--- src/rtl/sub_serial_64.sv ---
`default_nettype none
// sub_serial_64: multi-cycle subtractor, one SLICE-bit borrow-lookahead slice per cycle.
// Optional macro SUB_SERIAL_FLAGS_EN adds registered zero/neg result flags.
module sub_serial_64 #(
   parameter int WIDTH = 64,
   parameter int SLICE = 8
) (
   input  logic             clk,
   input  logic             rst_n,
   input  logic             in_valid,
   output logic             in_ready,
   input  logic [WIDTH-1:0] a,
   input  logic [WIDTH-1:0] b,
   input  logic             bin,
   output logic             out_valid,
   input  logic             out_ready,
   output logic [WIDTH-1:0] diff,
   output logic             bout,
   output logic             ovf
`ifdef SUB_SERIAL_FLAGS_EN
   ,
   output logic             zero,
   output logic             neg
`endif
);

   localparam int N   = WIDTH / SLICE;
   localparam int CW  = (N > 1) ? $clog2(N) : 1;
   localparam int LOG = $clog2(SLICE);

   typedef enum logic [1:0] {
      IDLE = 2'd0,
      BUSY = 2'd1,
      DONE = 2'd2
   } state_t;

   state_t           state, state_nx;
   logic [CW-1:0]    cnt;
   logic [WIDTH-1:0] a_r, b_r, diff_r;
   logic             carry, bout_r, ovf_r;
   logic             last;

   logic [SLICE-1:0] sa, sb, g0, p0, g, p, gn, pn, sum;
   logic [SLICE:0]   c;
   logic             cout;

   assign last = (cnt == CW'(N - 1));

   // Subtraction as a + ~b with the carry chain seeded by ~bin; the slice
   // carries are built by a Kogge-Stone prefix over generate/propagate.
   always_comb begin
      sa = a_r[cnt*SLICE +: SLICE];
      sb = ~b_r[cnt*SLICE +: SLICE];
      g0 = sa & sb;
      p0 = sa ^ sb;
      g  = g0;
      p  = p0;
      gn = g0;
      pn = p0;
      for (int s = 0; s < LOG; s++) begin
         gn = g;
         pn = p;
         for (int i = 0; i < SLICE; i++) begin
            if (i >= (1 << s)) begin
               gn[i] = g[i] | (p[i] & g[i - (1 << s)]);
               pn[i] = p[i] & p[i - (1 << s)];
            end
         end
         g = gn;
         p = pn;
      end
      c[0] = carry;
      for (int i = 0; i < SLICE; i++) begin
         c[i+1] = g[i] | (p[i] & carry);
      end
      sum  = p0 ^ c[SLICE-1:0];
      cout = c[SLICE];
   end

   always_comb begin
      state_nx  = state;
      in_ready  = 1'b0;
      out_valid = 1'b0;
      case (state)
         IDLE: begin
            in_ready = 1'b1;
            if (in_valid) state_nx = BUSY;
         end
         BUSY: begin
            if (last) state_nx = DONE;
         end
         DONE: begin
            out_valid = 1'b1;
            if (out_ready) state_nx = IDLE;
         end
         default: state_nx = IDLE;
      endcase
   end

   always_ff @(posedge clk) begin
      if (!rst_n) begin
         state  <= IDLE;
         cnt    <= '0;
         a_r    <= '0;
         b_r    <= '0;
         carry  <= 1'b0;
         diff_r <= '0;
         bout_r <= 1'b0;
         ovf_r  <= 1'b0;
      end else begin
         state <= state_nx;
         case (state)
            IDLE: begin
               if (in_valid) begin
                  a_r   <= a;
                  b_r   <= b;
                  carry <= ~bin;
                  cnt   <= '0;
               end
            end
            BUSY: begin
               diff_r[cnt*SLICE +: SLICE] <= sum;
               carry <= cout;
               cnt   <= cnt + CW'(1);
               if (last) begin
                  bout_r <= ~cout;
                  ovf_r  <= (a_r[WIDTH-1] != b_r[WIDTH-1]) && (sum[SLICE-1] != a_r[WIDTH-1]);
               end
            end
            default: ;
         endcase
      end
   end

   assign diff = diff_r;
   assign bout = bout_r;
   assign ovf  = ovf_r;

`ifdef SUB_SERIAL_FLAGS_EN
   logic zero_r, neg_r;

   always_ff @(posedge clk) begin
      if (!rst_n) begin
         zero_r <= 1'b0;
         neg_r  <= 1'b0;
      end else if (state == BUSY) begin
         zero_r <= ((cnt == '0) ? 1'b1 : zero_r) & (sum == '0);
         if (last) neg_r <= sum[SLICE-1];
      end
   end

   assign zero = zero_r;
   assign neg  = neg_r;
`endif

endmodule
`default_nettype wire

--- config.mk ---
export PLATFORM = sky130hd
export DESIGN_NAME = sub_serial_64
export DESIGN_NICKNAME = d
export VERILOG_FILES = /design/src/rtl/sub_serial_64.sv
export SDC_FILE = /design/constraint.sdc
export NUM_CORES = 1
export LEC_CHECK = 0
export BUFFER_PORTS_ARGS = -buffer_cell sky130_fd_sc_hd__buf_4
export CAP_MARGIN = 20
export CORE_MARGIN = 2
export CORE_UTILIZATION = 47
export CTS_CLUSTER_SIZE = 40
export DETAILED_ROUTE_END_ITERATION = 12
export GPL_ROUTABILITY_DRIVEN = 0
export PLACE_DENSITY = 0.71
export SKIP_LAST_GASP = 1
export SLEW_MARGIN = 20
export SYNTH_ARGS = -nofsm -noshare
export SYNTH_HDL_FRONTEND = slang
export SYNTH_SLANG_ARGS = --single-unit
--- constraint.sdc ---
create_clock -name clk -period 7 [get_ports clk]
set_input_delay 1.05 -clock clk [delete_from_list [all_inputs] [get_ports clk]]
set_output_delay 1.05 -clock clk [all_outputs]
set_load 0.005 [all_outputs]
== Word-level counts from Yosys, hierarchy flattened ==
Cells that the tools add are included.

* Add/subtract/negate cells: 2
* Equal/unequal tests: 8
* Shift-type cells: 4
* Mux-type cells: 11
* Bitwise logic cells: 73
* Reduce and logical (&&, ||, !) cells: 7

{| class="wikitable"
|+ Operator list
! operator !! count
|-
| variable part select 64 x 7 -> 8 bit || 2
|-
| bitwise mux 64 bit || 1
|-
| variable shift 8 x 34 -> 64 bit (first input constant) || 1
|-
| variable part select 8 x 34 -> 64 bit || 1
|-
| bitwise AND 1 bit || 42
|-
| negation 6 -> 34 bit || 1
|-
| OR 1 bit || 25
|-
| XOR 8 bit || 2
|-
| bitwise AND 8 bit || 1
|-
| NOT 8 bit || 1
|-
| 2-to-1 mux 2 bit || 3
|-
| inequality test 2 bit (second input constant) || 3
|-
| case mux 2 bit (3 select lines) || 1
|-
| case mux 3 bit (2 select lines) || 1
|-
| AND reduction 2 bit || 3
|-
| adder 3 x 1 -> 3 bit (second input constant) || 1
|-
| equality test 3 bit (second input constant) || 1
|-
| 2-to-1 mux 1 bit || 3
|-
| 2-to-1 mux 3 bit || 1
|-
| AND reduction 3 bit || 1
|-
| equality test 2 x 1 -> 1 bit (second input constant) || 1
|-
| equality test 2 bit (second input constant) || 1
|-
| zero test 2 bit || 1
|-
| inequality test 1 bit || 2
|-
| other kinds (4) || 5
|}

* Bits in registers: 200
* Input port bits: 133
* Output and inout bits: 68
* Word-level logic and storage cells: 113

== Longest topological paths before layout ==
* Depth after elaboration: 12
* Depth in mapped cells: 12
* Mapped depth without buffers: 10

== Least setup slack after synthesis ==
No wires, ideal clock.

* Kind: flip-flop to flip-flop
* Start: reg cnt[0]
* End: reg ovf_r (netlist: ovf)
* Setup time: 0.122 ns
* Arrival time: 3.081 ns
* Data required time: 6.878 ns
* Slack: 3.797 ns
* Cell stages (with the launch flop): 12
* Path buffers: 2
* Clock period less this slack: 3.203 ns
* Path through: dfxtp_1 buf_6 buf_2 mux4_2 nand2_1 nand2_1 ha_1 a21o_1 a22oi_2 mux2i_1 nor4_1 o311a_1

* Cells in the longest elaborated chain, start to end: 12
* Elaborated cells on any way between the ends: 30
* Those cells by class: eq/ne (2); shift (2); bitwise (24); reduce/logical (2)

{| class="wikitable"
|+ RTL lines
! element !! line !! source
|-
| start: declaration || 38 || <nowiki>logic [CW-1:0] cnt;</nowiki>
|-
| start signal: assignment || 124 || <nowiki>cnt <= cnt + CW'(1);</nowiki>
|-
| variable part select 64 x 7 -> 8 bit || 53 || <nowiki>sb = ~b_r[cnt*SLICE +: SLICE];</nowiki>
|-
| NOT 8 bit || 53 ||
|-
| XOR 8 bit / bitwise AND 8 bit (equally long branches) || 55, 54 ||
|-
| bitwise AND 1 bit (on tied branches) || 65, 66 ||
|-
| OR 1 bit / bitwise AND 1 bit (equally long branches) || 65 || <nowiki>gn[i] = g[i] | (p[i] & g[i - (1 << s)]);</nowiki>
|-
| bitwise AND 1 bit / OR 1 bit (equally long branches) || 65 ||
|-
| OR 1 bit / bitwise AND 1 bit (equally long branches) || 65 ||
|-
| OR 1 bit || 65 ||
|-
| OR 1 bit || 74 || <nowiki>c[i+1] = g[i] | (p[i] & carry);</nowiki>
|-
| XOR 8 bit || 76 || <nowiki>sum = p0 ^ c[SLICE-1:0];</nowiki>
|-
| inequality test 1 bit || 127 || <nowiki>ovf_r <= (a_r[WIDTH-1] != b_r[WIDTH-1]) && (sum[SLICE-1] != a_r[WIDTH-1]);</nowiki>
|-
| logical AND 1 bit || 127 ||
|-
| end signal: assignment || 127 ||
|-
| end: declaration || 40 || <nowiki>logic carry, bout_r, ovf_r;</nowiki>
|}

Parallel ways exist; a longest one is shown, timed or not.
A chain may end at the register's enable or synchronous reset.

== Worst setup path after layout ==
Same ends and word-level chain as after synthesis.

==> impl_metrics.json <==
{
  "outcome": "finished, final reports clean",
  "drt_pass1_iterations": 5,
  "syn_area_mm2": 0.00863,
  "clk_pin_slew_ns": 0.07,
  "seq_area_frac_synth": 0.464,
  "place.port_buffers": 200,
  "cts_tree": "done",
  "clk_latency_ns": 0.44,
  "core_mm2": 0.0180,
  "synthCells": 1036,
  "synthTopCellsByArea": "dfxtp_1 (46%), nand2_1 (14%), a21oi_1 (10%)",
  "antennaDiodeCount": 0,
  "synth_top_area_share": 0.464,
  "pwr-share-seq": 0.464,
  "finalSetupTns_ns": 0,
  "fmaxAchievable_mhz": 240,
  "rows": 49,
  "crit_path_end_kind": "register",
  "drv_cap": 0,
  "synth-edff-count": 0,
  "hpwl_um": 16400,
  "ir_worst_vdd_mv": 0.213,
  "first_global_vias": 7270,
  "start_util": 0.480,
  "synthTopCellsByCount": "nand2_1 (332), dfxtp_1 (200), a21oi_1 (174), clkbuf_1 (53), nand3_1 (51)",
  "clock-root-buffer": "clkbuf_16",
  "netSwitchingPower_w": 0.000724,
  "fin_skew_ns": 0.0111,
  "drc": 0,
  "timing.final.max_slew_violations": 0,
  "antenna_found_initial": 0,
  "pin_count": 201,
  "layout.nets": 1335,
  "worst_pin_slew_ns": 1.15,
  "crit_arrival_ns": 4.49,
  "grt_pass1_wl_um": 36900,
  "grt_max_degree": 97,
  "critPathLaunchType": "register",
  "min_period_over_period": 0.596,
  "p_per_area_mw_per_mm2": 246,
  "avgViaCountPerCell": 5.41,
  "wl_per_cell_um": 16.2,
  "slew_headroom": 0.231,
  "synth_seq_cells": 200,
  "num_vias": 7719,
  "clkPwrFrac": 0.378,
  "die_y_um": 139,
  "clock-sinks": 200,
  "fp.dieW_um": 139,
  "post-synth-top-area-cell": "dfxtp_1",
  "layout-drive-gt1-share": 0.239,
  "cts_buffers": 17,
  "yosysMostFrequentCell": "nand2_1",
  "synth_flop_cell": "dfxtp_1",
  "htree_levels": 4,
  "fin_crit_ns": 4.17,
  "dieArea_mm2": 0.0195,
  "ant_nets": 0,
  "rsz0062_at_grt": "false",
  "grt_use_total": 0.237,
  "clk_path_buf_depth": 2,
  "grt.overflow.total": 0,
  "synthArstFlopShare": 0,
  "required_ns": 7.33,
  "cts_setup_buffers": 0,
  "yosysWarnings": 0,
  "hold_viol_final": 0,
  "netSwitchingFraction": 0.274,
  "area_delta_synth_final_pct": 24.8,
  "holdCritPathClass": "reg2reg",
  "ctsHoldBuffers": 0,
  "wl_um": 23100,
  "power.total_w": 0.00264,
  "avgSynthCellArea_um2": 8.33,
  "critPathMaxFanout": 22,
  "drt_iter0_drc": 611,
  "ctsResizeCount": 0,
  "synth.distinct_cells": 50,
  "path_class": "reg2reg",
  "finalSetupViolations": 0,
  "power.internal_w": 0.00192,
  "comb_power_share": 0.158,
  "synth_nets": 1186,
  "p_leak_nw": 4.39
}
==> kinds of logic (layout without fill, tap and decap cells) <==
family	after synthesis	after routing	synth area share
adder cells (fa/ha/maj)	17	17	0.0255
multiplexers	41	41	0.0941
buffers and inverters	89	251	0.0426
AO/OA/AOI/OAI	223	223	0.145
flip-flops	200	200	0.464
AND/OR/NAND/NOR	463	463	0.226
XOR/XNOR	3	3	0.00305
==> power groups by stage <==
stage	clock (W)	sequential, W	combinational, W
3_3_place_gp	0	0.00125	0.000403
5_1_grt	0.00106	0.00123	0.000457
6_report	0.000999	0.00123	0.000417
4_1_cts	0.00101	0.00123	0.000410
3_5_place_dp	0	0.00125	0.000408
2_1_floorplan	0	0.00124	0.000271
==> cells in the final DEF, fill, tap and decap left out, types with 13 or more instances in the layout <==
master	instances
nand3_1	51
buf_4	204
nor2_1	25
nand2_1	331
ha_1	16
clkbuf_16	17
dfxtp_1	198
nor3_1	13
mux4_2	32
a21oi_1	173
==> path summary, 6_finish.rpt <==
check	startpoint	endpoint	slack (ns)	cells after the start
hold / removal	b_r[60]	b_r[60]	0.45	2
setup reg to reg	cnt[0]	ovf	2.83	10
setup / recovery	cnt[0]	ovf	2.83	10
hold reg to reg	b_r[60]	b_r[60]	0.45	2
==> final cells by class <==
| cell class | instances | area (µm²) |
|---|---|---|
| clock inverter | 12 | 139 |
| timing repair buffer | 204 | 1530 |
| inverter | 15 | 61.3 |
| clock buffer | 20 | 467 |
| sequential | 200 | 4010 |
| multi-input combinational | 747 | 4280 |
| tap | 229 | 287 |
| fill | 1662 | 7200 |
==> critical path, cell delays in order (launching register included) <==
cell	delay, ns
dfxtp_2	0.80
buf_4	0.48
mux4_2	0.55
nand2_1	0.11
nand2_1	0.09
ha_1	0.39
a211oi_1	0.46
o21ai_0	0.17
mux2i_1	0.59
nor4_1	0.10
o311a_1	0.31
==> sequential cells by signal (all words and copies together), names as in the netlist <==
register and cells:
a_r 64, state 2, ovf 1, carry 1
bout 1, b_r 64, cnt 3, diff 64
==> routing by layer <==
metal	up-vias	wire length (µm)	global-route usage
li1	3861	-	-
met1	3569	10700	0.332
met2	259	10600	0.372
met3	30	1390	0.0468
met4	0	456	0.0766
met5	-	0	0
==> stage by stage <==
stage	hold WS, ns	utilization	setup slack, ns	instance area [µm²]	std cells
floorplan	0.433	-	3.80	8630	1036
global placement	0.439	0.565	2.83	10100	1395
detailed placement	0.443	0.565	2.71	10100	1395
CTS	0.453	0.599	2.69	10800	1427
global route	0.470	0.599	2.47	10800	1427
finish	0.453	0.599	2.83	10800	1427
Power figures use the tool's default switching activity.
